## src/rtl/riscv_defines.sv

```systemverilog
// Shared definitions for the RV32M multiply/divide unit.
//   WORD_WIDTH    : operand/result width
//   MDU_OP_WIDTH  : width of the MDU operation code
//   MDU_*         : operation codes (funct3 encoding of the M extension)
//   mdu_state_t   : control states of the MDU
//   DIV_CYCLES    : number of restoring-divide iterations
package riscv_defines;

    localparam int WORD_WIDTH   = 32;
    localparam int MDU_OP_WIDTH = 3;

    localparam logic [MDU_OP_WIDTH-1:0] MDU_MUL    = 3'b000;
    localparam logic [MDU_OP_WIDTH-1:0] MDU_MULH   = 3'b001;
    localparam logic [MDU_OP_WIDTH-1:0] MDU_MULHSU = 3'b010;
    localparam logic [MDU_OP_WIDTH-1:0] MDU_MULHU  = 3'b011;
    localparam logic [MDU_OP_WIDTH-1:0] MDU_DIV    = 3'b100;
    localparam logic [MDU_OP_WIDTH-1:0] MDU_DIVU   = 3'b101;
    localparam logic [MDU_OP_WIDTH-1:0] MDU_REM    = 3'b110;
    localparam logic [MDU_OP_WIDTH-1:0] MDU_REMU   = 3'b111;

    localparam int DIV_CYCLES = WORD_WIDTH;

    typedef enum logic [2:0] {
        IDLE,
        MUL,
        DIV,
        FIX,
        DONE
    } mdu_state_t;

endpackage

```

## src/rtl/riscv_mdu_div_step.sv

```systemverilog
// One iteration of an unsigned restoring divider.
//   rem       : partial remainder (always < divisor)
//   quo       : dividend bits still to be shifted in / quotient bits so far
//   divisor   : divisor magnitude (non-zero)
//   rem_next  : partial remainder after this iteration
//   quo_next  : quotient register after this iteration
module riscv_mdu_div_step
    import riscv_defines::*;
(
    input  logic [WORD_WIDTH-1:0] rem,
    input  logic [WORD_WIDTH-1:0] quo,
    input  logic [WORD_WIDTH-1:0] divisor,
    output logic [WORD_WIDTH-1:0] rem_next,
    output logic [WORD_WIDTH-1:0] quo_next
);

    logic [WORD_WIDTH:0] shifted;
    logic [WORD_WIDTH:0] diff;
    logic                ge;

    // The shifted remainder can reach 2*divisor-1, so one extra bit is kept;
    // a clear borrow bit means the trial subtraction succeeded.
    always_comb begin
        shifted  = {rem, quo[WORD_WIDTH-1]};
        diff     = shifted - {1'b0, divisor};
        ge       = ~diff[WORD_WIDTH];
        rem_next = ge ? diff[WORD_WIDTH-1:0] : shifted[WORD_WIDTH-1:0];
        quo_next = {quo[WORD_WIDTH-2:0], ge};
    end

endmodule

```

## src/rtl/riscv_mdu.sv

```systemverilog
// RV32M execution-stage multiply/divide responder.
//   clk, rst_n      : clock, asynchronous active-low reset
//   op_valid_i      : request valid;  op_ready_o high while idle
//   mdu_op_i        : operation code (MDU_*)
//   operand_a_i/b_i : rs1 / rs2 values
//   kill_i          : synchronous abort, drops any operation in flight
//   result_valid_o  : result available; result_ready_i consumes it
//   result_o        : registered result, stable while result_valid_o is high
// Multiplies take one compute cycle; divides run a 32-step restoring divider
// followed by a sign-fix cycle. Divide-by-zero and signed overflow finish
// at the accept edge.
module riscv_mdu
    import riscv_defines::*;
(
    input  logic                    clk,
    input  logic                    rst_n,
    input  logic                    op_valid_i,
    output logic                    op_ready_o,
    input  logic [MDU_OP_WIDTH-1:0] mdu_op_i,
    input  logic [WORD_WIDTH-1:0]   operand_a_i,
    input  logic [WORD_WIDTH-1:0]   operand_b_i,
    input  logic                    kill_i,
    output logic                    result_valid_o,
    input  logic                    result_ready_i,
    output logic [WORD_WIDTH-1:0]   result_o
);

    localparam int CNT_W = $clog2(DIV_CYCLES + 1);

    mdu_state_t state_q, state_d;

    logic [MDU_OP_WIDTH-1:0] op_q;
    logic [WORD_WIDTH-1:0]   a_q;
    logic [WORD_WIDTH-1:0]   b_q;
    logic [WORD_WIDTH-1:0]   rem_q;
    logic [WORD_WIDTH-1:0]   quo_q;
    logic [CNT_W-1:0]        cnt_q;
    logic                    sign_a_q;
    logic                    sign_b_q;
    logic [WORD_WIDTH-1:0]   result_q;

    logic                    accept;
    logic                    is_div_op;
    logic                    is_signed_div;
    logic                    div_by_zero;
    logic                    div_overflow;
    logic                    div_special;
    logic [WORD_WIDTH-1:0]   special_result;

    logic signed [2*WORD_WIDTH-1:0] mul_a;
    logic signed [2*WORD_WIDTH-1:0] mul_b;
    logic signed [2*WORD_WIDTH-1:0] product;
    logic [WORD_WIDTH-1:0]          mul_result;
    logic [WORD_WIDTH-1:0]          fix_result;

    logic [WORD_WIDTH-1:0]   rem_next;
    logic [WORD_WIDTH-1:0]   quo_next;

    // Two's-complement negate when the flag is set; used both to take
    // operand magnitudes and to restore result signs.
    function automatic logic [WORD_WIDTH-1:0] apply_sign(
        input logic [WORD_WIDTH-1:0] value,
        input logic                  neg
    );
        return neg ? (~value + 1'b1) : value;
    endfunction

    assign op_ready_o     = (state_q == IDLE);
    assign result_valid_o = (state_q == DONE);
    assign result_o       = result_q;

    // Kill in IDLE blocks acceptance on that edge.
    assign accept        = op_valid_i && (state_q == IDLE) && !kill_i;
    assign is_div_op     = mdu_op_i[2];
    assign is_signed_div = (mdu_op_i == MDU_DIV) || (mdu_op_i == MDU_REM);
    assign div_by_zero   = (operand_b_i == '0);
    assign div_overflow  = is_signed_div
                           && (operand_a_i == {1'b1, {(WORD_WIDTH-1){1'b0}}})
                           && (operand_b_i == '1);
    assign div_special   = div_by_zero || div_overflow;

    always_comb begin
        special_result = '0;
        if (div_by_zero) begin
            special_result = mdu_op_i[1] ? operand_a_i : '1;
        end else if (div_overflow) begin
            special_result = mdu_op_i[1] ? '0 : operand_a_i;
        end
    end

    // Multiplier: operands sign- or zero-extended to the full product width
    // so a single signed multiply covers all four variants.
    always_comb begin
        mul_a      = {{WORD_WIDTH{((op_q == MDU_MULH) || (op_q == MDU_MULHSU)) & a_q[WORD_WIDTH-1]}}, a_q};
        mul_b      = {{WORD_WIDTH{(op_q == MDU_MULH) & b_q[WORD_WIDTH-1]}}, b_q};
        product    = mul_a * mul_b;
        mul_result = (op_q == MDU_MUL) ? product[WORD_WIDTH-1:0]
                                       : product[2*WORD_WIDTH-1:WORD_WIDTH];
    end

    // Sign flags are only set for DIV/REM, so unsigned ops pass through.
    always_comb begin
        if (op_q[1]) begin
            fix_result = apply_sign(rem_q, sign_a_q);
        end else begin
            fix_result = apply_sign(quo_q, sign_a_q ^ sign_b_q);
        end
    end

    riscv_mdu_div_step u_div_step (
        .rem      (rem_q),
        .quo      (quo_q),
        .divisor  (b_q),
        .rem_next (rem_next),
        .quo_next (quo_next)
    );

    always_comb begin
        state_d = state_q;
        unique case (state_q)
            IDLE: begin
                if (accept) begin
                    if (!is_div_op) begin
                        state_d = MUL;
                    end else if (div_special) begin
                        state_d = DONE;
                    end else begin
                        state_d = DIV;
                    end
                end
            end
            MUL: begin
                state_d = kill_i ? IDLE : DONE;
            end
            DIV: begin
                if (kill_i) begin
                    state_d = IDLE;
                end else if (cnt_q == CNT_W'(1)) begin
                    state_d = FIX;
                end
            end
            FIX: begin
                state_d = kill_i ? IDLE : DONE;
            end
            DONE: begin
                if (kill_i || result_ready_i) begin
                    state_d = IDLE;
                end
            end
            default: begin
                state_d = IDLE;
            end
        endcase
    end

    always_ff @(posedge clk or negedge rst_n) begin
        if (!rst_n) begin
            state_q <= IDLE;
        end else begin
            state_q <= state_d;
        end
    end

    // Datapath. Result writes are suppressed under kill so result_o is held.
    always_ff @(posedge clk or negedge rst_n) begin
        if (!rst_n) begin
            op_q     <= '0;
            a_q      <= '0;
            b_q      <= '0;
            rem_q    <= '0;
            quo_q    <= '0;
            cnt_q    <= '0;
            sign_a_q <= 1'b0;
            sign_b_q <= 1'b0;
            result_q <= '0;
        end else begin
            if (accept) begin
                op_q <= mdu_op_i;
                if (!is_div_op) begin
                    a_q <= operand_a_i;
                    b_q <= operand_b_i;
                end else if (div_special) begin
                    result_q <= special_result;
                end else begin
                    sign_a_q <= is_signed_div & operand_a_i[WORD_WIDTH-1];
                    sign_b_q <= is_signed_div & operand_b_i[WORD_WIDTH-1];
                    quo_q    <= apply_sign(operand_a_i, is_signed_div & operand_a_i[WORD_WIDTH-1]);
                    b_q      <= apply_sign(operand_b_i, is_signed_div & operand_b_i[WORD_WIDTH-1]);
                    rem_q    <= '0;
                    cnt_q    <= CNT_W'(DIV_CYCLES);
                end
            end else begin
                unique case (state_q)
                    MUL: begin
                        if (!kill_i) begin
                            result_q <= mul_result;
                        end
                    end
                    DIV: begin
                        rem_q <= rem_next;
                        quo_q <= quo_next;
                        cnt_q <= cnt_q - CNT_W'(1);
                    end
                    FIX: begin
                        if (!kill_i) begin
                            result_q <= fix_result;
                        end
                    end
                    default: begin
                    end
                endcase
            end
        end
    end

endmodule

```

## config.mk

```make
export PLATFORM = sky130hd
export DESIGN_NAME = riscv_mdu
export DESIGN_NICKNAME = d
export VERILOG_FILES = /design/src/rtl/riscv_defines.sv /design/src/rtl/riscv_mdu_div_step.sv /design/src/rtl/riscv_mdu.sv
export SDC_FILE = /design/constraint.sdc
export NUM_CORES = 2
export LEC_CHECK = 0
export BUFFER_PORTS_ARGS = -buffer_cell sky130_fd_sc_hd__clkbuf_2
export CORE_ASPECT_RATIO = 0.7
export CORE_MARGIN = 4
export CORE_UTILIZATION = 38
export CTS_CLUSTER_SIZE = 25
export DETAILED_ROUTE_END_ITERATION = 10
export GPL_TIMING_DRIVEN = 0
export SYNTH_ARGS = -nofsm -noshare
export SYNTH_HDL_FRONTEND = slang
export SYNTH_SLANG_ARGS = --single-unit
```

## constraint.sdc

```tcl
create_clock -name clk -period 8.6 [get_ports clk]
set_input_delay 2.15 -clock clk [delete_from_list [all_inputs] [get_ports clk]]
set_output_delay 2.15 -clock clk [all_outputs]
set_load 0.02 [all_outputs]
```

Word-level counts from Yosys, hierarchy flattened
Index checks and enable logic that the tools add are counted.
- register bits: 174
- output and inout port bits: 34
- logic and storage cells: 109
- $add $sub $neg: 6
- multiply operators: 1
- equal/unequal tests: 20
- muxes and demuxes: 39
- bitwise logic cells: 12
- reduce and logical (&&, ||, !) cells: 21
- operator list (cell ; count):
    $mux 32 ; 26
    $add 32x1->32 const B ; 4
    $not 32->32 ; 4
    $eq 32x32->1 const B ; 2
    $mul 33x33->64 ; 1
    $pmux 32 s2 ; 1
    $sub 33x32->33 ; 1
    $logic_not 32->1 ; 1
    $mux 6 ; 4
    $mux 3 ; 7
    $pmux 3 s4 ; 1
    $eq 3x2->1 const B ; 3
    $eq 3x3->1 const B ; 3
    $ne 3x3->1 const B ; 3
    $reduce_and 3->1 ; 3
    $eq 3x1->1 const B ; 2
    $eq 6x1->1 const B ; 1
    $logic_not 3->1 ; 2
    $ne 2x1->1 const B ; 3
    $ne 2x2->1 const B ; 3
    $sub 6x1->6 const B ; 1
    $reduce_and 5->1 ; 1
    $and 1x1->1 ; 4
    $logic_and 1x1->1 ; 4
    8 further kinds ; 14

Depth between registers and ports, before layout
- depth after elaboration: 9
- mapped depth: 31
- depth with buffers taken out: 29

By module
A second synthesis with hierarchy kept.
- cell total of the unflattened synthesis: 5956
- area total of the unflattened synthesis: 51608.2 µm²
- by module, submodules not included (module ; instances ; cells each ; area each (µm²)):
    riscv_mdu ; 1 ; 5619 ; 49009.5
    riscv_mdu_div_step ; 1 ; 337 ; 2598.7

Least setup slack after synthesis
Ideal clock, no wire load.
- path type: register to register
- start point: register op_q[0]
- end point: register result_q[28] (netlist: result_o[28])
- setup time: 88 ps
- arrival time: 8430 ps
- data required time: 8512 ps
- path slack: 82 ps
- cell stages (with the launch flop): 27
- cells stage by stage: dfrtp_1 xnor2_1 nor3b_1 clkbuf_1 nand2_1 fa_1 fa_1 inv_1 fa_1 inv_1 fa_1 inv_1 fa_1 fa_1 fa_1 inv_1 fa_1 inv_1 ha_1 a21o_1 a21o_1 a211o_1 a211o_1 a211o_1 o22a_1 or2_2 a41oi_1
- cells in the longest elaborated chain, start to end: 8
- RTL lines (item ; RTL line ; source):
    from (decl) ; riscv_mdu.sv:32 ; logic [MDU_OP_WIDTH-1:0] op_q;
    from (signal assigned) ; riscv_mdu.sv:178 ; op_q <= mdu_op_i;
    $eq 3x1->1 / $eq 3x2->1 (equally long branches) ; riscv_mdu.sv:94, riscv_mdu.sv:95 ;
    $logic_or 1x1->1 ; riscv_mdu.sv:94 ; mul_a = {{WORD_WIDTH{((op_q == MDU_MULH) || (op_q == MDU_MULHSU)) & a_q[WORD_WIDTH-1]}}, a_q};
    $and 1x1->1 ; riscv_mdu.sv:94 ;
    $mul 33x33->64 ; riscv_mdu.sv:96 ; product = mul_a * mul_b;
    $mux 32 * ; riscv_mdu.sv:97 ; mul_result = (op_q == MDU_MUL) ? product[WORD_WIDTH-1:0]
    $mux 32 * ; riscv_mdu.sv:195 ; if (!kill_i) begin
    $pmux 32 s2 * ; riscv_mdu.sv:193 ; unique case (state_q)
    $mux 32 * ; riscv_mdu.sv:177 ; if (accept) begin
    to (signal assigned) ; riscv_mdu.sv:183 ; result_q <= special_result;
    to (signal assigned) ; riscv_mdu.sv:196 ; result_q <= mul_result;
    to (signal assigned) ; riscv_mdu.sv:206 ; result_q <= fix_result;
    to (decl) ; riscv_mdu.sv:40 ; logic [WORD_WIDTH-1:0] result_q;
Mark *: on every way between the ends. The rest lies on a longest branch, timed or not. The select of a mux whose other input is x is not followed.
A chain may end at the register's enable or synchronous reset.

Worst setup path in the final report
- start point: register op_q[0]
- end point: register result_q[26] (netlist: result_o[26])
The elaborated chain is that of the path after synthesis.

==> metrics <==
number of standard cells in the final layout excluding fillers=slightly below 8,000; Top cell by count, worst path=sky130_fd_sc_hd__fa_1; number of maximum-capacitance constraint violations=0; netlist area before placement=between 50,000 and 60,000 um2; DR WL/cell=26.6 um; effective utilization at floorplan=0.384; sort of element at the start of the critical path=register; data required time at the worst endpoint=8980 ps; most common cell after layout, fill and taps aside=sky130_fd_sc_hd__inv_1; area of the core=132,000 um2; post-synthesis async set-or-reset flop share=1.00; number of hold buffers added after cts=0; number of enable-type register cells in the synthesized netlist=0; final wirelength=205,000 um; peak per-stage delay on the critical path=690 ps; Fmax achieved=~120 MHz; count of state elements after synthesis=between 150 and 200; Iter 0 DRT Violations=about 5,500; critical path class=register to register; final core utilization=0.420; number of failing setup endpoints in the final timing report=0; number of warnings reported in the yosys synthesis log=0; Port Buffer Count=approximately 100; clock root buffer=sky130_fd_sc_hd__clkbuf_16; number of library cell types mapped by synthesis=80; GRT Resource Usage Total=0.295; top-level port count=approximately 110; commonest cells after routing, fill and taps aside=sky130_fd_sc_hd__inv_1 (1,214), sky130_fd_sc_hd__fa_1 (1,111), sky130_fd_sc_hd__nand2_1 (925); y dimension of the die=approximately 310 um; via/cell ratio=between 5 and 6; setup repair after global routing missed its margin=yes; synthesized area divided by synthesized cell count=8.73 um2; share of the cycle needed by the critical path after routing=0.998; count of TritonRoute iterations in the first routing pass=6; Placement Rows=111; Crit path arrival time=between 8000 and 9000 ps; result of the run=finished clean; clock latency on the worst-skew pair=around 480 ps; min cycle time layout=about 8600 ps; net count of the mapped netlist=~7,200; total DRC errors in the routed layout=0; number of global-route vias before repair=42,072; headroom to the max-slew limit=0.0801; H-tree depth=4; number of nets in the layout=between 7,000 and 8,000; largest cells by area after synthesis=sky130_fd_sc_hd__fa_1 (45%), sky130_fd_sc_hd__inv_1 (9.1%), sky130_fd_sc_hd__dfrtp_1 (8.6%), sky130_fd_sc_hd__nand2_1 (6.9%), sky130_fd_sc_hd__ha_1 (6.2%); number of endpoints with negative hold slack in the final report=0; Synth Flop Type=sky130_fd_sc_hd__dfrtp_1; fraction of layout instances using a drive strength above 1=0.0949; Post-DRT Antenna Nets=0; maximum number of pins on one net before global-route repair=~90; die boundary width=roughly 440 um; vias=42,470; count of clock tree sinks=approximately 170; Worst path slowest cell=sky130_fd_sc_hd__fa_2; grt total ovfl=0; worst clock skew=between 15 and 20 ps; clock transition at the register clock pins on the worst setup and hold paths after CTS=about 80 ps; Max Transition Viols Final=0; number of buffers created by CTS=17; Crit. End Element=register; global-route wire length before repair=a little under 300,000 um; area of the die=about 140,000 um2; clock tree from TritonCTS=done; leading area contributor after synthesis=sky130_fd_sc_hd__fa_1; slew at the pin with the worst max-slew slack=around 1400 ps; post-synthesis to final-layout area growth=9.32%; share of the synthesized area in the top cell type=0.446; cell count after synthesis=between 5,000 and 6,000; worst-case clock buffer depth=2; number of cells after detailed placement=between 7,000 and 8,000; HPWL Detailed=about 180,000 um; post-synthesis sequential area ratio=0.0861; antenna violations before repair=19; worst hold path class=register to register; Routability Congestion=between 1 and 1.5; critical-path maximum fanout=6; post-route setup TNS=0 ps
-- per-stage QoR --
step	setup WS (ps)	cell area [um2]	hold slack [ps]
floorplan	81.5	50600	484
global placement	-2410	53300	482
detailed placement	-2420	53300	501
CTS	-10.2	54700	519
global route	-85.5	55200	561
finish	19.9	55300	523
-- worst max-delay path: cells and delay by family (launching register included) --
kind,cells,cell delay (ps)
compound gates,7,1640
xor+xnor,2,360
fa+ha+maj,9,4570
buf+inv,7,970
flops,1,470
simple gates,3,450
-- cells by family after synthesis --
kind of cell	after synthesis	synth area share
flip-flops	174	0.0861
AO/OA/AOI/OAI	662	0.0825
multiplexers	51	0.0109
AND/OR/NAND/NOR	1755	0.159
XOR/XNOR	218	0.0378
adder cells (fa/ha/maj)	1377	0.508
buffers and inverters	1555	0.116
-- path summary, 6_finish.rpt --
kind,start,end,slack (ps),depth (start not counted)
worst max-delay path,op_q[0],result_o[26],20,28
worst min register to register,result_o[6],result_o[6],520,2
worst max register to register,op_q[0],result_o[26],20,28
max in group asynchronous,rst_n,b_q[13],5860,2
min in group asynchronous,rst_n,result_o[6],1720,1
worst min-delay path,result_o[6],result_o[6],520,2
-- state kept, by name, indices dropped and copies added (netlist names) --
name	cells
sign_a_q	1
op_q	3
a_q	32
quo_q	32
cnt_q	6
sign_b_q	1
rem_q	32
b_q	32
result_o	32
state_q	3
-- routing by layer --
| metal | share of wire | GRT usage | wire, um |
|---|---|---|---|
| met2 | 0.38 | 0.387 | 77300 |
| met3 | 0.17 | 0.143 | 34800 |
| met4 | 0.026 | 0.0609 | 5430 |
| met5 | 0.00077 | 0 | 157 |
| met1 | 0.43 | 0.434 | 87500 |
-- synth_stat cells (all sizes together), types with 14 or more instances --
cell type,instances
inv,1229
fa,1126
nand2,934
and2,320
clkbuf,310
ha,251
nor2,229
a21oi,193
o21ai,186
dfrtp,174
xor2,113
xnor2,105
nor3,69
a21o,44
mux2,33
nand3,30
o31ai,29
a221o,26
nand4,26
nor4,25
nand2b,23
o21bai,23
a31oi,18
mux2i,18
nor2b,18
o211ai,17
or3,17
buf,16
o21a,15
or2,15
a211oi,14
-- area by class of cell --
cell class	instances	area [um2]
repair buffers	162	1060
multi-input cells	4063	40800
clock inverters	13	129
plain buffers	292	1470
flip-flops and latches	174	4450
clock buffers	19	443
inverters	1229	4620
well taps	1751	2190
fillers	13184	76300
diodes	21	52.6
-- repair_timing --
| action | in CTS | in global routing |
|---|---|---|
| endpoints found under the setup margin | 32 | 26 |
| setup buffers | 30 | 28 |
| pin swaps | 24 | 40 |
| resized for setup | 299 | 150 |
Power is not shown: default switching activity piles up to over one toggle a cycle in this logic, so the estimate is an artifact.
